<file path="src/rtl/clock_calendar_hex.sv">
// Binary time-of-day (hh:mm:ss) and calendar (dd.mm.yyyy) keeper.
// Advances one second per tick; the date rolls when the time passes midnight.
module clock_calendar_hex #(
    parameter logic [11:0] RST_YEAR = 12'd2000
) (
    input  logic        clk,
    input  logic        rst_n,
    input  logic        tick,
    input  logic        time_ow,
    input  logic [16:0] time_in,
    input  logic        date_ow,
    input  logic [20:0] date_in,
    output logic [16:0] time_out,
    output logic [20:0] date_out
);

    logic [16:0] time_q, time_inc;
    logic [20:0] date_q, date_inc;
    logic        day_adv;

    logic [4:0]  hour, day;
    logic [5:0]  min, sec;
    logic [3:0]  month;
    logic [11:0] year;

    function automatic logic is_leap(input logic [11:0] y);
        is_leap = (y[1:0] == 2'b00) &&
                  (((y % 12'd100) != 12'd0) || ((y % 12'd400) == 12'd0));
    endfunction

    // Unlisted month codes (0, 13-15) are treated as 31-day months.
    function automatic logic [4:0] days_in_month(input logic [3:0] m, input logic [11:0] y);
        case (m)
            4'd2:                    days_in_month = is_leap(y) ? 5'd29 : 5'd28;
            4'd4, 4'd6, 4'd9, 4'd11: days_in_month = 5'd30;
            default:                 days_in_month = 5'd31;
        endcase
    endfunction

    assign hour  = time_q[16:12];
    assign min   = time_q[11:6];
    assign sec   = time_q[5:0];
    assign day   = date_q[20:16];
    assign month = date_q[15:12];
    assign year  = date_q[11:0];

    assign day_adv = tick & ~time_ow & (hour >= 5'd23) & (min >= 6'd59) & (sec >= 6'd59);

    // The >= comparisons let out-of-range loaded fields recover at their next wrap.
    always_comb begin
        time_inc = time_q;
        if (sec >= 6'd59) begin
            time_inc[5:0] = 6'd0;
            if (min >= 6'd59) begin
                time_inc[11:6] = 6'd0;
                time_inc[16:12] = (hour >= 5'd23) ? 5'd0 : hour + 5'd1;
            end else begin
                time_inc[11:6] = min + 6'd1;
            end
        end else begin
            time_inc[5:0] = sec + 6'd1;
        end
    end

    always_comb begin
        date_inc = date_q;
        if (day >= days_in_month(month, year)) begin
            date_inc[20:16] = 5'd1;
            if ((month >= 4'd12) || (month == 4'd0)) begin
                date_inc[15:12] = 4'd1;
                date_inc[11:0]  = year + 12'd1;
            end else begin
                date_inc[15:12] = month + 4'd1;
            end
        end else begin
            date_inc[20:16] = day + 5'd1;
        end
    end

    always_ff @(posedge clk or negedge rst_n) begin
        if (!rst_n) begin
            time_q <= 17'd0;
            date_q <= {5'd1, 4'd1, RST_YEAR};
        end else begin
            if (time_ow)
                time_q <= time_in;
            else if (tick)
                time_q <= time_inc;

            if (date_ow)
                date_q <= date_in;
            else if (day_adv)
                date_q <= date_inc;
        end
    end

    assign time_out = time_q;
    assign date_out = date_q;

endmodule

</file>
<file path="config.mk">
export PLATFORM = sky130hd
export DESIGN_NAME = clock_calendar_hex
export DESIGN_NICKNAME = d
export VERILOG_FILES = /design/src/rtl/clock_calendar_hex.sv
export SDC_FILE = /design/constraint.sdc
export NUM_CORES = 1
export LEC_CHECK = 0
export ABC_AREA = 1
export CAP_MARGIN = 25
export CORE_MARGIN = 1.5
export CORE_UTILIZATION = 51
export CTS_CLUSTER_SIZE = 28
export DETAILED_ROUTE_END_ITERATION = 10
export PLACE_DENSITY_LB_ADDON = 0.1
export SLEW_MARGIN = 20
export SYNTH_ARGS = -nofsm -noshare
export SYNTH_HDL_FRONTEND = slang
export SYNTH_SLANG_ARGS = --single-unit
</file>
<file path="constraint.sdc">
create_clock -name clk -period 5.8 [get_ports clk]
set_input_delay 0.58 -clock clk [delete_from_list [all_inputs] [get_ports clk]]
set_output_delay 0.58 -clock clk [all_outputs]
set_load 0.02 [all_outputs]
</file>
# == Yosys cells after proc, flatten, opt, wreduce, memory -nomap -nowiden ==
# Index checks and enable logic that the tools add are counted.
# totals
latchBits,0
ram_bits,0
reg_bits,38
word_cells,62
memories,0
mem_bits_ro,0
output_inout_bits,38
# op_classes
mul,0
bitwise,5
div_mod_pow,2
n_lt_le_gt_ge,5
addsub,6
eq_ne,5
shifts,0
muxes,15
reduce_logical,18
# op_table
cell,n
two-way mux 21 bit,2
two-way mux 17 bit,2
two-way mux 16 bit,1
two-way mux 5 bit,3
adder 12 x 1 -> 12 bit (second input constant),1
adder 6 x 1 -> 6 bit (second input constant),2
greater-or-equal comparator 6 bit (second input constant),2
logical NOT 12 bit,1
remainder unit 12 x 7 -> 12 bit (second input constant),1
remainder unit 12 x 9 -> 12 bit (second input constant),1
two-way mux 12 bit,1
two-way mux 6 bit,2
nonzero test 12 bit,1
nonzero test 2 bit,6
two-way mux 11 bit,1
adder 5 x 1 -> 5 bit (second input constant),2
equality test 4 x 3 -> 1 bit (second input constant),2
equality test 4 bit (second input constant),2
AND reduction 3 bit,2
greater-or-equal comparator 5 bit,1
greater-or-equal comparator 5 bit (second input constant),1
adder 4 x 1 -> 4 bit (second input constant),1
AND 1 bit,4
equality test 4 x 2 -> 1 bit (second input constant),1
other kinds (11),13

# == Logic depth before layout (Yosys ltp) ==
# depth
ltp_word,10
ltp_mapped,44
mapped_depth_nobuf,43

# == Worst setup path after synthesis ==
# Ideal clock, no wire load.
# synth_timing
path_kind,register to register
startpoint,"register date_q[10], in the netlist date_out[10]"
endpoint,"register date_q[3], in the netlist date_out[3]"
setup_time_ps,137
path_slack_ps,1225
period_less_slack_ps,4575
stages_incl_launch_ff,38
n_path_buf,2
arrival_ps,4438
t_required_ps,5663
path_cell_list,dfstp_2 > buf_4 > inv_1 > o21ai_1 > nand4_1 > nand2_1 > nand3_2 > nor2_4 > o21ai_1 > nand2_4 > nand3_2 > nand2_4 > nand2_4 > nand2_1 > nand2_2 > nor2_4 > nand2_4 > nand2_4 > (+2 left out) > nand2_1 > nand2_1 > nand3_1 > nand2_1 > a21oi_2 > ha_1 > o21ai_0 > inv_1 > o21ai_0 > nand2_1 > inv_1 > nor2_1 > inv_1 > nor2_1 > clkbuf_1 > o21ai_0 > o21ai_0 > a22oi_1
# synth_between
elab_chain_cells,9
word_cells_on_any_way,11
cone_classes,div: 2; order compare: 1; mux: 2; reduce/logical: 6
# synth_rtl
element,line,text
"start, declared",18,"logic [20:0] date_q, date_inc;"
"start signal, assigned",83,"date_q <= {5'd1, 4'd1, RST_YEAR};"
"start signal, assigned",91,date_q <= date_in;
"start signal, assigned",93,date_q <= date_inc;
remainder unit 12 x 7 -> 12 bit / remainder unit 12 x 9 -> 12 bit (equally long branches),28,(((y % 12'd100) != 12'd0) || ((y % 12'd400) == 12'd0));
nonzero test 12 bit / logical NOT 12 bit (equally long branches),28,
logical OR 1 bit (*),28,
logical AND 1 bit (*),27,is_leap = (y[1:0] == 2'b00) &&
two-way mux 1 bit (*),34,4'd2: days_in_month = is_leap(y) ? 5'd29 : 5'd28;
case mux 2 bit (2 select lines) (*),33,case (m)
greater-or-equal comparator 5 bit (*),67,"if (day >= days_in_month(month, year)) begin"
nonzero test 2 bit (no line) (*),-,
AND reduction 3 bit (no line) (*),-,
# Mark *: on every way between the ends. The rest lies on a longest branch, timed or not.
# A chain may end at the register's enable or synchronous reset.

# == Final worst setup path ==
# layout_timing
startpoint,"register date_q[10], in the netlist date_out[10]"
endpoint,"register date_q[9], in the netlist date_out[9]"
# The elaborated chain is that of the path after synthesis.

==> qor.log <==
[clock_tree] Clock transition at path regs 0.08 ns
[run_status] result of the run completed
[global_routing] maximum number of pins on one net before global-route repair 39
[finish] count of placed standard cells in the final layout, fillers left out 636
[logic_synthesis] cell area after technology mapping 3338 um2
[hold_path] worst hold path class input pin to asynchronous set/reset pin
[logic_synthesis] number of storage elements in the synthesis netlist 38
[clock_tree] clock tree buffer depth 2
[timing] clock skew after layout 0.01013 ns
[timing] pin slew with the least headroom to its limit 0.8300 ns
[clock_tree] hold-fix buffer count after cts 0
[clock_tree] number of CTS-inserted buffers 5
[worst_setup_path] Most Frequent Cell on Critical Path nand2_1
[logic_synthesis] portion of the post-synthesis area used by sequential elements 0.2879
[worst_setup_path] classification of the worst setup path flop to flop
[global_routing] number of antenna violations at the first check in global routing 0
[worst_setup_path] CP Max Fanout 21
[routing] antenna viol nets, final 0
[logic_synthesis] Netlist cell types 44
[logic_synthesis] share of synthesized flip-flops with an asynchronous set or reset 1.000
[clock_tree] sink count of the clock tree 38
[routing] Iter 0 DRT Violations 144
[routing] vias post-DR 3536
[worst_setup_path] startpoint class of the critical path flop
[timing] count of final hold-check violations 0
[global_routing] met3 demand-to-capacity share in global routing 0.04352
[logic_synthesis] post-synthesis cell type with the largest combined area dfrtp_1
[finish] top library cells by usage in the layout, fill and taps aside nand2_1, clkdlybuf4s50_1, inv_1
[logic_synthesis] mean post-synth cell area 6.940 um2
[timing] clock period minus worst slack 5.104 ns
[routing] DR pass1 iterations 5
[worst_setup_path] arrival time worst endpoint 5.33 ns
[worst_setup_path] launch point of the critical path date_out[10]
[worst_setup_path] critical path's slowest cell dfstp_2
[floorplan] Core Region 6350 um2
[finish] leading cell type in the layout, fill and taps excluded nand2_1
[timing] slew margin rel. 0.4467
[global_routing] M2 GR Usage 0.4326
[job] number of max-capacitance violations reported 0
[logic_synthesis] dominant cells by area after synthesis dfrtp_1, nand2_1, nand3_1
[global_routing] Total Routing Usage GR 0.2463
[global_routing] GR met1 Demand/Resource 0.3067
[logic_synthesis] gate count after technology mapping 481
[clock_tree] maximum level of the CTS H-tree 2
[routing] Total Routed Length 8.508 mm
[routing] Residual DRC 0
[timing] final sum of negative setup slack 0 ns
[place] placed cell count 628
[floorplan] x dimension of the die 83.91 um
[timing] endpoints failing setup 0
[worst_setup_path] worst flop-to-flop path startpoint date_out[10]
[finish] area growth from synthesis to layout 28.49%
[floorplan] Initial Utilization 0.5257
[place] routability cong. 0.8774
[logic_synthesis] number of warnings issued by yosys 0
[timing] highest attainable clock frequency 0.1959 GHz
[finish] net total in the final layout 613
[global_routing] Most Crowded Layer GR met2
[floorplan] row count 29
[place] Detailed Place HPWL 6.572 mm
[global_routing] Remaining Overflow, GRT 0
[timing] final critical-path share of the clock period 0.8800
[logic_synthesis] synthesized net count 536
[clock_tree] clock tree from TritonCTS done
[clock_tree] post-CTS setup-driven buffer insertion count 0
[pwr] worst vdd ir 0.0008234 V
[global_routing] number of global-route vias before repair 3312
[routing] post-detailed-route via-to-cell ratio 5.560
[clock_tree] PostCTS Resize Cnt 0
[floorplan] die outline area 7040 um2
[pwr] power density of the placed cells 605.7 nW/um2
[clock_tree] clock tree root driver cell clkbuf_8
[worst_setup_path] Worst Path Required 6.03 ns
[place] Port Buffers 80
[timing] final count of pins violating max slew 0
[logic_synthesis] post-synth top area share 0.2249
[worst_setup_path] delay of the slowest critical-path stage 0.67 ns
[routing] per-cell routed wire length 13.38 um
[finish] Filler Cells Inserted 532
[logic_synthesis] number of flops mapped to enable cells by yosys 0
[logic_synthesis] most common flop cell mapped by yosys dfrtp_1
[worst_setup_path] kind of cell adding the most delay to the critical path simple AND/OR/NAND/NOR gates
[global_routing] global-route wire length before repair 14.46 mm
[finish] fraction of layout instances using a drive strength above 1 0.1199
[floorplan] die outline height 83.91 um
[worst_setup_path] number of buffers and inverters on the critical path 7
[floorplan] number of ports placed on the die boundary 81
[clock_tree] source-to-sink clock delay at the later pin of the worst-skew pair 0.30 ns
[finish] Antenna diodes 0
[worst_setup_path] kind of end point of the critical path flop
[timing] unrepaired setup endpoints after global routing no
[pwr] static leakage 0.002001 uW
[path summary, 6_finish.rpt]
kind / cells past startpoint / end / slack, ns
max: 37 / date_out[9] / 0.70
max reg2reg: 37 / date_out[9] / 0.70
min reg2reg: 2 / date_out[4] / 0.55
max in group asynchronous: 1 / time_out[12] / 4.90
min in group clk: 2 / date_out[4] / 0.55
min: 1 / time_out[11] / 0.37
[power by group]
part	switching, uW	total (uW)	internal (uW)
Combinational	1200	1900	705
Clock	98.0	225	127
Sequential	124	473	349
[metrics by stage]
stage / instance area (um2) / hold slack, ns / total power [uW] / setup slack, ns / utilization
2_1_floorplan: 3338 / 0.2844 / 1941 / 1.225 / -
3_3_place_gp: 4178 / 0.5285 / 2334 / 0.8276 / 0.6579
3_5_place_dp: 4178 / 0.5330 / 2361 / 0.7151 / 0.6579
4_1_cts: 4287 / 0.4078 / 2596 / 0.6803 / 0.6751
5_1_grt: 4289 / 0.4661 / 2851 / 0.1253 / 0.6755
6_report: 4289 / 0.3745 / 2598 / 0.6962 / 0.6755
[area by class of cell]
cell class,instances,area (um2),share of cell area
Timing Repair Buffer,81,803.3,0.1873
Clock buffer,5,68.82,0.01604
Tap cell,77,96.34,0.02246
Sequential cell,38,960.9,0.2240
Clock inverter,3,40.04,0.009335
Multi-Input combinational cell,364,2064,0.4813
Inverter,68,255.2,0.05951
[per-layer routing]
| layer | wire length, um | vias to the layer above |
|---|---|---|
| li1 | - | 1760 |
| met1 | 3783 | 1661 |
| met2 | 4195 | 102 |
| met3 | 411 | 13 |
| met4 | 118 | 0 |
| met5 | 0 | - |
[synth_stat cells (all sizes together) (5+ instances only)]
master    n
xor2     10
nand4    12
nor2     48
a22oi     5
o21ai    40
dfrtp    30
a21oi    14
dfstp     8
clkbuf    7
nand3    51
nand2   132
inv      64
ha       12
a31oi    10
nor3      6
[kinds of logic (layout without fill, tap and decap cells)]
logic type,count (synthesis),count (layout),synth area share
simple gates,253,253,0.3827
compound gates,88,88,0.1612
buf+inv,79,157,0.09445
flops,38,38,0.2879
fa+ha+maj,12,12,0.04498
xor+xnor,11,11,0.02886
[registers in the layout, indices dropped and copies added (netlist names)]
register  flops
date_out     21
time_out     17
Power figures use the tool's default switching activity.
